==> src/rtl/tlc_phase_arbiter.sv <==
// Purpose : demand-driven right-of-way arbiter for N_PHASES vehicle approaches plus a latched
//           pedestrian crossing, with min/max green, yellow and all-red clearance timing.
// Latency : lamp outputs are decoded from registered state only; an input change can affect the
//           lamps from the cycle after the edge that samples it.
// Backpressure: none. A pedestrian press is held in a latch until it is served, and a vehicle
//           request is served only if it is still asserted at the all-red decision cycle.
// Ports   : i_clk, i_rst (synchronous, active-high) ; i_req[N] per-approach detectors (level) ;
//           i_ped_req push-button (pulse or level) ; o_green/o_yellow/o_red[N] lamps ;
//           o_ped_walk WALK lamp ; o_phase last/current granted approach ; o_timer cycles in state.
module tlc_phase_arbiter #(
  parameter int N_PHASES  = 4,
  parameter int MIN_GREEN = 10,
  parameter int MAX_GREEN = 40,
  parameter int YELLOW_T  = 4,
  parameter int ALLRED_T  = 2,
  parameter int WALK_T    = 15,
  parameter int CNT_W     = 6,
  localparam int PW       = $clog2(N_PHASES)
) (
  input  logic                i_clk,
  input  logic                i_rst,
  input  logic [N_PHASES-1:0] i_req,
  input  logic                i_ped_req,
  output logic [N_PHASES-1:0] o_green,
  output logic [N_PHASES-1:0] o_yellow,
  output logic [N_PHASES-1:0] o_red,
  output logic                o_ped_walk,
  output logic [PW-1:0]       o_phase,
  output logic [CNT_W-1:0]    o_timer
);

  localparam logic [1:0] ST_ALL_RED  = 2'd0;
  localparam logic [1:0] ST_GREEN    = 2'd1;
  localparam logic [1:0] ST_YELLOW   = 2'd2;
  localparam logic [1:0] ST_PED_WALK = 2'd3;

  // Last-cycle timer values: a state whose exit first holds at T-1 lasts exactly T cycles.
  localparam logic [CNT_W-1:0] MIN_LAST = CNT_W'(MIN_GREEN - 1);
  localparam logic [CNT_W-1:0] MAX_LAST = CNT_W'(MAX_GREEN - 1);
  localparam logic [CNT_W-1:0] YEL_LAST = CNT_W'(YELLOW_T - 1);
  localparam logic [CNT_W-1:0] AR_LAST  = CNT_W'(ALLRED_T - 1);
  localparam logic [CNT_W-1:0] WLK_LAST = CNT_W'(WALK_T - 1);

  logic [1:0]          state, next_state;
  logic [CNT_W-1:0]    timer;
  logic [PW-1:0]       phase, next_phase;
  logic                ped_latch;
  logic                ped_served;

  logic [N_PHASES-1:0] cur_oh;
  logic                other_demand;
  logic [PW-1:0]       rr_pick;
  logic                rr_found;
  logic                enter_walk;
  logic                enter_green;

  // One-hot of the current phase and the "someone else is waiting" term.
  always_comb begin
    cur_oh        = '0;
    cur_oh[phase] = 1'b1;
    other_demand  = ((i_req & ~cur_oh) != '0) || ped_latch;
  end

  // Round-robin pick: first requesting approach searching upward from phase+1 with wrap.
  // Offset N_PHASES comes back to the current phase, so it is picked only if alone.
  always_comb begin
    int          sum;
    logic [PW-1:0] idx;
    rr_pick  = phase;
    rr_found = 1'b0;
    sum      = 0;
    idx      = '0;
    for (int k = 1; k <= N_PHASES; k++) begin
      sum = int'(phase) + k;
      if (sum >= N_PHASES) sum = sum - N_PHASES;
      idx = PW'(sum);
      if (!rr_found && i_req[idx]) begin
        rr_pick  = idx;
        rr_found = 1'b1;
      end
    end
  end

  always_comb begin
    next_state = state;
    next_phase = phase;
    case (state)
      ST_GREEN: begin
        // Max-out, or gap-out once min green is met and our own detector has dropped.
        if (other_demand &&
            ((timer >= MAX_LAST) || ((timer >= MIN_LAST) && !i_req[phase])))
          next_state = ST_YELLOW;
      end
      ST_YELLOW: begin
        if (timer == YEL_LAST) next_state = ST_ALL_RED;
      end
      ST_PED_WALK: begin
        if (timer == WLK_LAST) next_state = ST_ALL_RED;
      end
      default: begin
        // ALL_RED decision point; rest in red while nothing is waiting.
        if (timer >= AR_LAST) begin
          // ped_served forces a vehicle green between walks unless no vehicle waits.
          if (ped_latch && (!ped_served || (i_req == '0))) begin
            next_state = ST_PED_WALK;
          end else if (i_req != '0) begin
            next_state = ST_GREEN;
            next_phase = rr_pick;
          end
        end
      end
    endcase
  end

  assign enter_walk  = (next_state == ST_PED_WALK) && (state != ST_PED_WALK);
  assign enter_green = (next_state == ST_GREEN) && (state != ST_GREEN);

  always_ff @(posedge i_clk) begin
    if (i_rst) begin
      state      <= ST_ALL_RED;
      timer      <= '0;
      phase      <= PW'(N_PHASES - 1);
      ped_latch  <= 1'b0;
      ped_served <= 1'b0;
    end else begin
      state <= next_state;
      phase <= next_phase;
      if (next_state != state) timer <= '0;
      else if (timer != '1)    timer <= timer + 1'b1;

      // Clearing on walk entry wins over a press in the same cycle.
      if (enter_walk)                              ped_latch <= 1'b0;
      else if (i_ped_req && (state != ST_PED_WALK)) ped_latch <= 1'b1;

      if (enter_walk)       ped_served <= 1'b1;
      else if (enter_green) ped_served <= 1'b0;
    end
  end

  assign o_green    = (state == ST_GREEN)  ? cur_oh : '0;
  assign o_yellow   = (state == ST_YELLOW) ? cur_oh : '0;
  assign o_red      = ~(o_green | o_yellow);
  assign o_ped_walk = (state == ST_PED_WALK);
  assign o_phase    = phase;
  assign o_timer    = timer;

endmodule

==> config.mk <==
export PLATFORM = sky130hd
export DESIGN_NAME = tlc_phase_arbiter
export DESIGN_NICKNAME = d
export VERILOG_FILES = /design/src/rtl/tlc_phase_arbiter.sv
export SDC_FILE = /design/constraint.sdc
export NUM_CORES = 1
export LEC_CHECK = 0
export ABC_AREA = 1
export CAP_MARGIN = 20
export CORE_MARGIN = 4
export CORE_UTILIZATION = 40
export CTS_BUF_LIST = sky130_fd_sc_hd__clkbuf_4
export CTS_CLUSTER_SIZE = 8
export DETAILED_ROUTE_END_ITERATION = 12
export DONT_BUFFER_PORTS = 1
export GPL_TIMING_DRIVEN = 0
export PLACE_DENSITY_LB_ADDON = 0.05
export SLEW_MARGIN = 20
export SYNTH_ARGS = -nofsm -noshare
export SYNTH_HDL_FRONTEND = slang
export SYNTH_SLANG_ARGS = --single-unit
==> constraint.sdc <==
create_clock -name i_clk -period 1.7 [get_ports i_clk]
set_clock_uncertainty 0.15 [all_clocks]
set_input_delay 0.34 -clock i_clk [delete_from_list [all_inputs] [get_ports i_clk]]
set_output_delay 0.34 -clock i_clk [all_outputs]
set_load 0.05 [all_outputs]
==> summary.md, run 1 <==
| Metric | Value |
|---|---|
| GR Overflow Total | 0 |
| Synth top area cells | dfxtp_1 23%, nand2_1 17%, nor2_1 10%, ha_1 9.7%, inv_1 9.5% |
| CP Buf/Inv Count | 2 |
| Top-count cell post-synth | nand2_1 |
| Final Critical Period | 1928 ps |
| RR Startpoint | o_phase[1] |
| Syn_area_per_cell | 6.007 sq um |
| CTS HTree Levels | 1 |
| Arrival time worst endpoint | 1960 ps |
| Critical path's slowest cell | dfxtp_4 |
| Yosys reg bits | 12 |
| Post-synthesis net count | 186 |
| Clock power frac | 8.5% |
| DR pass1 iterations | 4 |
| I/O pin total | 28 |
| Outcome | complete, but fails checks |
| Synthesized cell area | 1027 sq um |
| Final setup fails | 24 |
| I/O Buffers | 0 |
| Final #Nets | 201 |
| Die width | 58.68 um |
| Leak | 0.6205 nW |
| Post-DP HPWL | 1914 um |
| Power per cell area | 1604 nW/um^2 |
| Synth Flop Type | dfxtp_1 |
| Clock latency on the worst-skew pair | 280 ps |
| Post-synthesis sequential area ratio | 23.39% |
| Layout filler cell count | 223 |
| Pre-CTS setup slack | -167.9 ps |
| Worst Setup Slack, final | -227.5 ps |
| TritonCTS clock tree | built |
| Top post-synthesis cells by count | 46 x nand2_1, 28 x nor2_1, 26 x inv_1, 14 x nand3_1, 12 x dfxtp_1 |
| Die H | 58.68 um |
| Highest metal used | met4 |
| Ant. Diodes | 0 |
| Number of flops mapped to enable cells by yosys | 0 |
| Drt total wl | 2924 um |
| Cell Chain, Critical Path | inv_4 -> ha_4 -> clkinvlp_4 -> nand2_2 -> nand4_1 -> nand2_2 -> nand3_2 -> nand2_2 -> nand2_2 -> nor2_2 -> nand2_2 -> nand2_1 -> nor2_1 |
| HP Start | i_rst |
| Fin crit share | 113.4% |
| FFs w/ async S/R, synth | 0% |
| Peak supply drop | 0.9987 mV |
| Wl on met1 | 1249 um |
| Largest net degree at the start of global routing | 10 |
| DR DRC count | 0 |
| Crit path capture type | register |
| CP Launch Type | register |
| HP Class | in -> reg |
| Maxcap violations | 0 |
| Psw | 1.409 mW |
| Gate power share | 67.7% |
| Cells after synthesis | 171 |
| CP delay by family, top | simple AND/OR/NAND/NOR gates |
| Antenna violations before repair | 0 |
| CTS buffer count | 3 |
| Crit-path max cell delay | 430 ps |
| Share of layout cells above drive strength 1 | 50.81% |
| Crit Path Max Fanout | 7 |
| Metal3 WL | 148 um |
| Max-slew violations | 0 |
| Dominant cell type by area after synthesis | dfxtp_1 |
| Root buf cell | clkbuf_4 |
| DR WL met2 | 1472 um |
| Int Pwr | 1.037 mW |
| Post-synthesis cell type count | 23 |
| Vias in the first global route | 1091 |
| Hold slack | 1.631 ps |
| DRT iter0 DRCs | 51 |
| Clock buffer depth | 2 |
| Vias per inst | 5.181 |
| Multi-input gate area | 978.4 sq um |
| Clock transition at the registers of the reported paths | 80 ps |
| Yosys warns | 0 |
| CP startpoint | o_phase[1] |
| First-pass GRT wire length | 4830 um |
| Synthesis-to-finish area growth | 48.48% |
| Total track usage | 18.46% |
| Seq pwr share | 23.8% |
| Wirelength per Cell | 13.60 um |
| Top cell type's share of synthesized area | 23.39% |
| Switch share | 57.60% |
| Clock sink total | 12 |
| Final ANT Viol Nets | 0 |
| Initial core utilization | 41.85% |
| Tightest Pin Transition | 549.6 ps |
| Worst relative slew slack | 63.32% |
| CP most frequent cell | nand2_2 |
| Fmax | 518.8 MHz |
| Worst EP required | 1730 ps |
| Unrepaired setup endpoints after global routing | yes |
| DIE AREA | 3443 sq um |
| Failing checks | setup timing |
| Final Hold Vio Count | 0 |
| Cell row count | 18 |
| CP Class | reg -> reg |
| Routed vias | 1114 |
| Storage element area | 272.8 sq um |
| Core Footprint | 2455 sq um |
| GPL Wtd Cong | 0.8642 |
worst paths after layout:
path | slack, ps | cells past startpoint | to
setup / recovery | -230 | 13 | ped_latch
hold / removal | 2 | 2 | o_phase[0]
setup reg to reg | -230 | 13 | ped_latch
hold reg to reg | 340 | 2 | ped_served
kinds of logic (layout without fill, tap and decap cells):
kind of cell | after synthesis | after routing | synth area share [%]
AOI/OAI and AO/OA | 22 | 22 | 12.30
and+or+nand+nor | 99 | 99 | 42.15
xor gates and xnor gates | 3 | 3 | 2.558
adders and majority gates | 8 | 8 | 9.745
DFF | 12 | 12 | 23.39
buffers and inverters | 27 | 41 | 9.865
sequential cells by signal, summed over array words and instances, names as in the netlist:
| signal | count |
|---|---|
| o_timer | 6 |
| o_phase | 2 |
| ped_served | 1 |
| state | 2 |
| ped_latch | 1 |
routing by layer:
| metal | vias to the layer above | GRT usage, % |
|---|---|---|
| li1 | 569 | - |
| met2 | 23 | 31.90 |
| met4 | 0 | 6.796 |
| met1 | 515 | 21.60 |
| met5 | - | 0 |
| met3 | 7 | 5.263 |
placed cells by master, fill, tap and decap left out, drive strengths merged:
master,count
buf,9
dlygate4sd3,1
dfxtp,12
nand2,48
clkbuf,4
nor3b,1
a21boi,2
a21oi,12
nand4,2
or2,1
o21ai,7
xor2,3
nor3,3
o221ai,1
nand3,15
inv,26
ha,8
nor2,29
clkinvlp,1
power groups by stage:
stage	registers, mW	logic, mW	clock network, mW
after floorplan	0.537	0.936	0
after global placement	0.564	1.05	0
after CTS	0.574	1.46	0.216
final	0.582	1.66	0.207
after detailed placement	0.565	1.07	0
after global routing	0.596	1.81	0.225
stage by stage:
| step | utilization, % | std cells | setup TNS [ps] | instance area (sq um) | power (mW) |
|---|---|---|---|---|---|
| 3_3_place_gp | 46.74 | 201 | -1459 | 1147 | 1.618 |
| 5_1_grt | 62.13 | 215 | -6028 | 1525 | 2.631 |
| 4_1_cts | 58.82 | 213 | -3284 | 1444 | 2.251 |
| 6_report | 62.13 | 215 | -3743 | 1525 | 2.447 |
| 3_5_place_dp | 46.74 | 201 | -1838 | 1147 | 1.639 |
| 2_1_floorplan | - | 171 | -23.23 | 1110 | 1.473 |
timing repair:
item / 4_1_cts / 5_1_grt
hold endpoints to repair: 4 / 0
setup buffers: 7 / 2
endpoints found under the setup margin: 24 / 24
resized for setup: 61 / 22
pin swaps: 19 / 14
hold buffers: 1 / 0
layout make-up:
class,instances,area share [%]
Clock buffer,4,1.969
Multi-Input combinational cell,132,64.15
Sequential cell,12,17.88
Timing Repair Buffer,10,4.840
Tap cell,30,2.461
Inverter,27,8.696
Note: power is estimated with default switching activity, not from simulation.
==> run 2, diff against run 1 <==
Clock period 1.7 ns to 1.9 ns, I/O delays scaled along.
==> run 2 against run 1 <==
The flow now finishes without violations. Non-clock buffer count grew 1. Sequential cell count is the same. Die area is the same. Combinational power shrank 20%. Count of clock-buffer cells in the layout shrank 1. Wire length shrank 7.2%. Clock power shrank 26%. Utilization shrank 2.6 points. Setup slack gained 250 ps. Power shrank 18%. Register-to-register slack gained 250 ps. Global-route usage shrank 1.7 points. Critical endpoint unchanged. Highest routed layer unchanged.
==> summary.md, run 2 (synthesis gave the netlist of run 1 again) <==
| Metric | Value |
|---|---|
| Arrival time worst endpoint | 1900 ps (was 1960 ps) |
| Psw | 1.144 mW (was 1.409 mW) |
| DRT iter0 DRCs | 32 (was 51) |
| Fin crit share | 98.83% (was 113.4%) |
| Maxcap violations | 0 (unchanged) |
| Leak | 0.6003 nW (was 0.6205 nW) |
| Clock power frac | 7.7% (was 8.5%) |
| Power per cell area | 1375 nW/um^2 (was 1604 nW/um^2) |
| Crit-path max cell delay | 480 ps (was 430 ps) |
| Pwr Total | 2.010 mW (was 2.447 mW) |
| First-pass GRT wire length | 4512 um (was 4830 um) |
| Die width | 58.68 um (unchanged) |
| DR pass1 iterations | 4 (unchanged) |
| CP Depth | 16 (was 13) |
| Gate power share | 66.3% (was 67.7%) |
| GR Overflow Total | 0 (unchanged) |
| Max FFs per register | 6 (unchanged) |
| Clock transition at the registers of the reported paths | 70 ps (was 80 ps) |
| CP delay by family, top | simple AND/OR/NAND/NOR gates (unchanged) |
| Switch share | 56.94% (was 57.60%) |
| Root buf cell | clkbuf_4 (unchanged) |
| Clock buffer depth | 2 (unchanged) |
| Final setup fails | 0 (was 24) |
| Vias in the first global route | 1054 (was 1091) |
| Worst Setup Slack, final | 22.14 ps (was -227.5 ps) |
| Pre-CTS setup slack | -186.6 ps (was -167.9 ps) |
| Final #Nets | 202 (was 201) |
| Critical path's slowest cell | dfxtp_4 (unchanged) |
| Crit path capture type | register (unchanged) |
| Core Footprint | 2455 sq um (unchanged) |
| Final ANT Viol Nets | 0 (unchanged) |
| I/O pin total | 28 (unchanged) |
| Routed vias | 1093 (was 1114) |
| CP Buf/Inv Count | 2 (unchanged) |
| Die H | 58.68 um (unchanged) |
| CP Launch Type | register (unchanged) |
| Total track usage | 16.78% (was 18.46%) |
| GPL Wtd Cong | 0.8051 (was 0.8642) |
| Int Pwr | 0.8654 mW (was 1.037 mW) |
| Unrepaired setup endpoints after global routing | yes (unchanged) |
| Ant. Diodes | 0 (unchanged) |
| Synthesis-to-finish area growth | 42.27% (was 48.48%) |
| DR DRC count | 0 (unchanged) |
| Seq pwr share | 26.0% (was 23.8%) |
| CTS HTree Levels | 1 (unchanged) |
| Initial core utilization | 41.85% (unchanged) |
| Peak supply drop | 0.9861 mV (was 0.9987 mV) |
| Clock latency on the worst-skew pair | 270 ps (was 280 ps) |
| CP most frequent cell | nand2_1 (was nand2_2) |
| Crit Path Max Fanout | 5 (was 7) |
| Wirelength per Cell | 12.62 um (was 13.60 um) |
| Antenna violations before repair | 0 (unchanged) |
| Cell row count | 18 (unchanged) |
| Tightest Pin Transition | 354.7 ps (was 549.6 ps) |
| Post-DP HPWL | 1916 um (was 1914 um) |
| DIE AREA | 3443 sq um (unchanged) |
| Commonest cells after routing, fill and taps aside | 38 x nand2_1, 15 x nor2_1, 11 x inv_1, 11 x nand3_1, 10 x nor2_4 (was 28 x nand2_1, 17 x nand2_2, 16 x nor2_1, 12 x inv_1, 9 x nand3_1) |
| Hold Crit Depth | 2 (unchanged) |
| Final Hold Vio Count | 0 (unchanged) |
| I/O Buffers | 0 (unchanged) |
| CTS buffer count | 3 (unchanged) |
| Worst EP required | 1920 ps (was 1730 ps) |
| Most common cell after layout, fill and taps aside | nand2_1 (unchanged) |
| Outcome | completed (was complete, but fails checks) |
| Vias per inst | 5.084 (was 5.181) |
| Share of layout cells above drive strength 1 | 44.32% (was 50.81%) |
| TritonCTS clock tree | built (unchanged) |
| Clock sink total | 12 (unchanged) |
| Drt total wl | 2714 um (was 2924 um) |
| CP Class | reg -> reg (unchanged) |
| HP Class | in -> reg (unchanged) |
| Cell Chain, Critical Path | inv_4 -> ha_4 -> inv_2 -> nand2_1 -> nand2_1 -> nand3_2 -> nand2_1 -> nand2_1 -> nand2_2 -> nand3_2 -> nand2_2 -> nand2_2 -> nor2_2 -> nand2_2 -> nand2_1 -> nor2_1 (was inv_4 -> ha_4 -> clkinvlp_4 -> nand2_2 -> nand4_1 -> nand2_2 -> nand3_2 -> nand2_2 -> nand2_2 -> nor2_2 -> nand2_2 -> nand2_1 -> nor2_1) |
| Largest net degree at the start of global routing | 10 (unchanged) |
| Max-slew violations | 0 (unchanged) |
| Final Critical Period | 1878 ps (was 1928 ps) |
| Fmax | 532.5 MHz (was 518.8 MHz) |
| R2R depth | 16 (was 13) |
| Worst relative slew slack | 76.35% (was 63.32%) |
[run 2: stage by stage]
step | setup TNS (ps) | utilization (%) | cell area, sq um | hold slack (ps) | cells
floorplan | -153.3 | - | 1047 | 292.4 | 171
global route | -721.0 | 59.53 | 1461 | 51.35 | 215
CTS | -67.14 | 52.04 | 1277 | 5.104 | 215
global placement | -1799 | 44.19 | 1085 | 293.6 | 201
detailed placement | -2119 | 44.19 | 1085 | 295.3 | 201
finish | 0 | 59.53 | 1461 | 49.41 | 215
[run 2: timing repair]
item | CTS | global route
pin swaps | 6 | 13
endpoints found under the hold margin | 0 | 3
setup endpoints to repair | 22 | 24
gates resized for setup | 42 | 50
hold buffers | 0 | 1
setup buffers | 11 | 0
gates cloned | 0 | 0
[run 2: final cells by class]
class | instances | area (sq um)
repair buffers | 11 | 78.83
multi-input cells | 132 | 914.6
inverters | 27 | 140.1
well taps | 30 | 37.54
clock buffers | 3 | 22.52
flip-flops and latches | 12 | 267.8
fillers | 236 | 993.5
[run 2: power groups by stage]
stage          sequential, mW  combinational [mW]  clock, mW
2_1_floorplan           0.462               0.808          0
3_3_place_gp            0.486               0.922          0
3_5_place_dp            0.487               0.929          0
4_1_cts                 0.496                1.15      0.165
5_1_grt                 0.538                1.47      0.183
6_report                0.523                1.33      0.154
[run 2: worst paths after layout]
path               from    endpoint  slack, ps
max          o_timer[1]   ped_latch         20
min               i_rst  o_phase[1]         50
max reg2reg  o_timer[1]   ped_latch         20
min reg2reg  ped_served  ped_served        330
[run 2: worst reg2reg max path, delay by kind of cell, from the launching register on]
kind | cells | cell delay, ps
fa+ha+maj | 1 | 160
simple gates | 13 | 880
buf+inv | 2 | 120
flops | 1 | 480
[run 2: per-layer routing]
layer	vias up	track usage (%)	wire, um
met5	-	0	0
li1	577	-	-
met2	23	29.35	1416
met4	0	6.796	50
met1	488	20.00	1090
met3	5	3.289	156
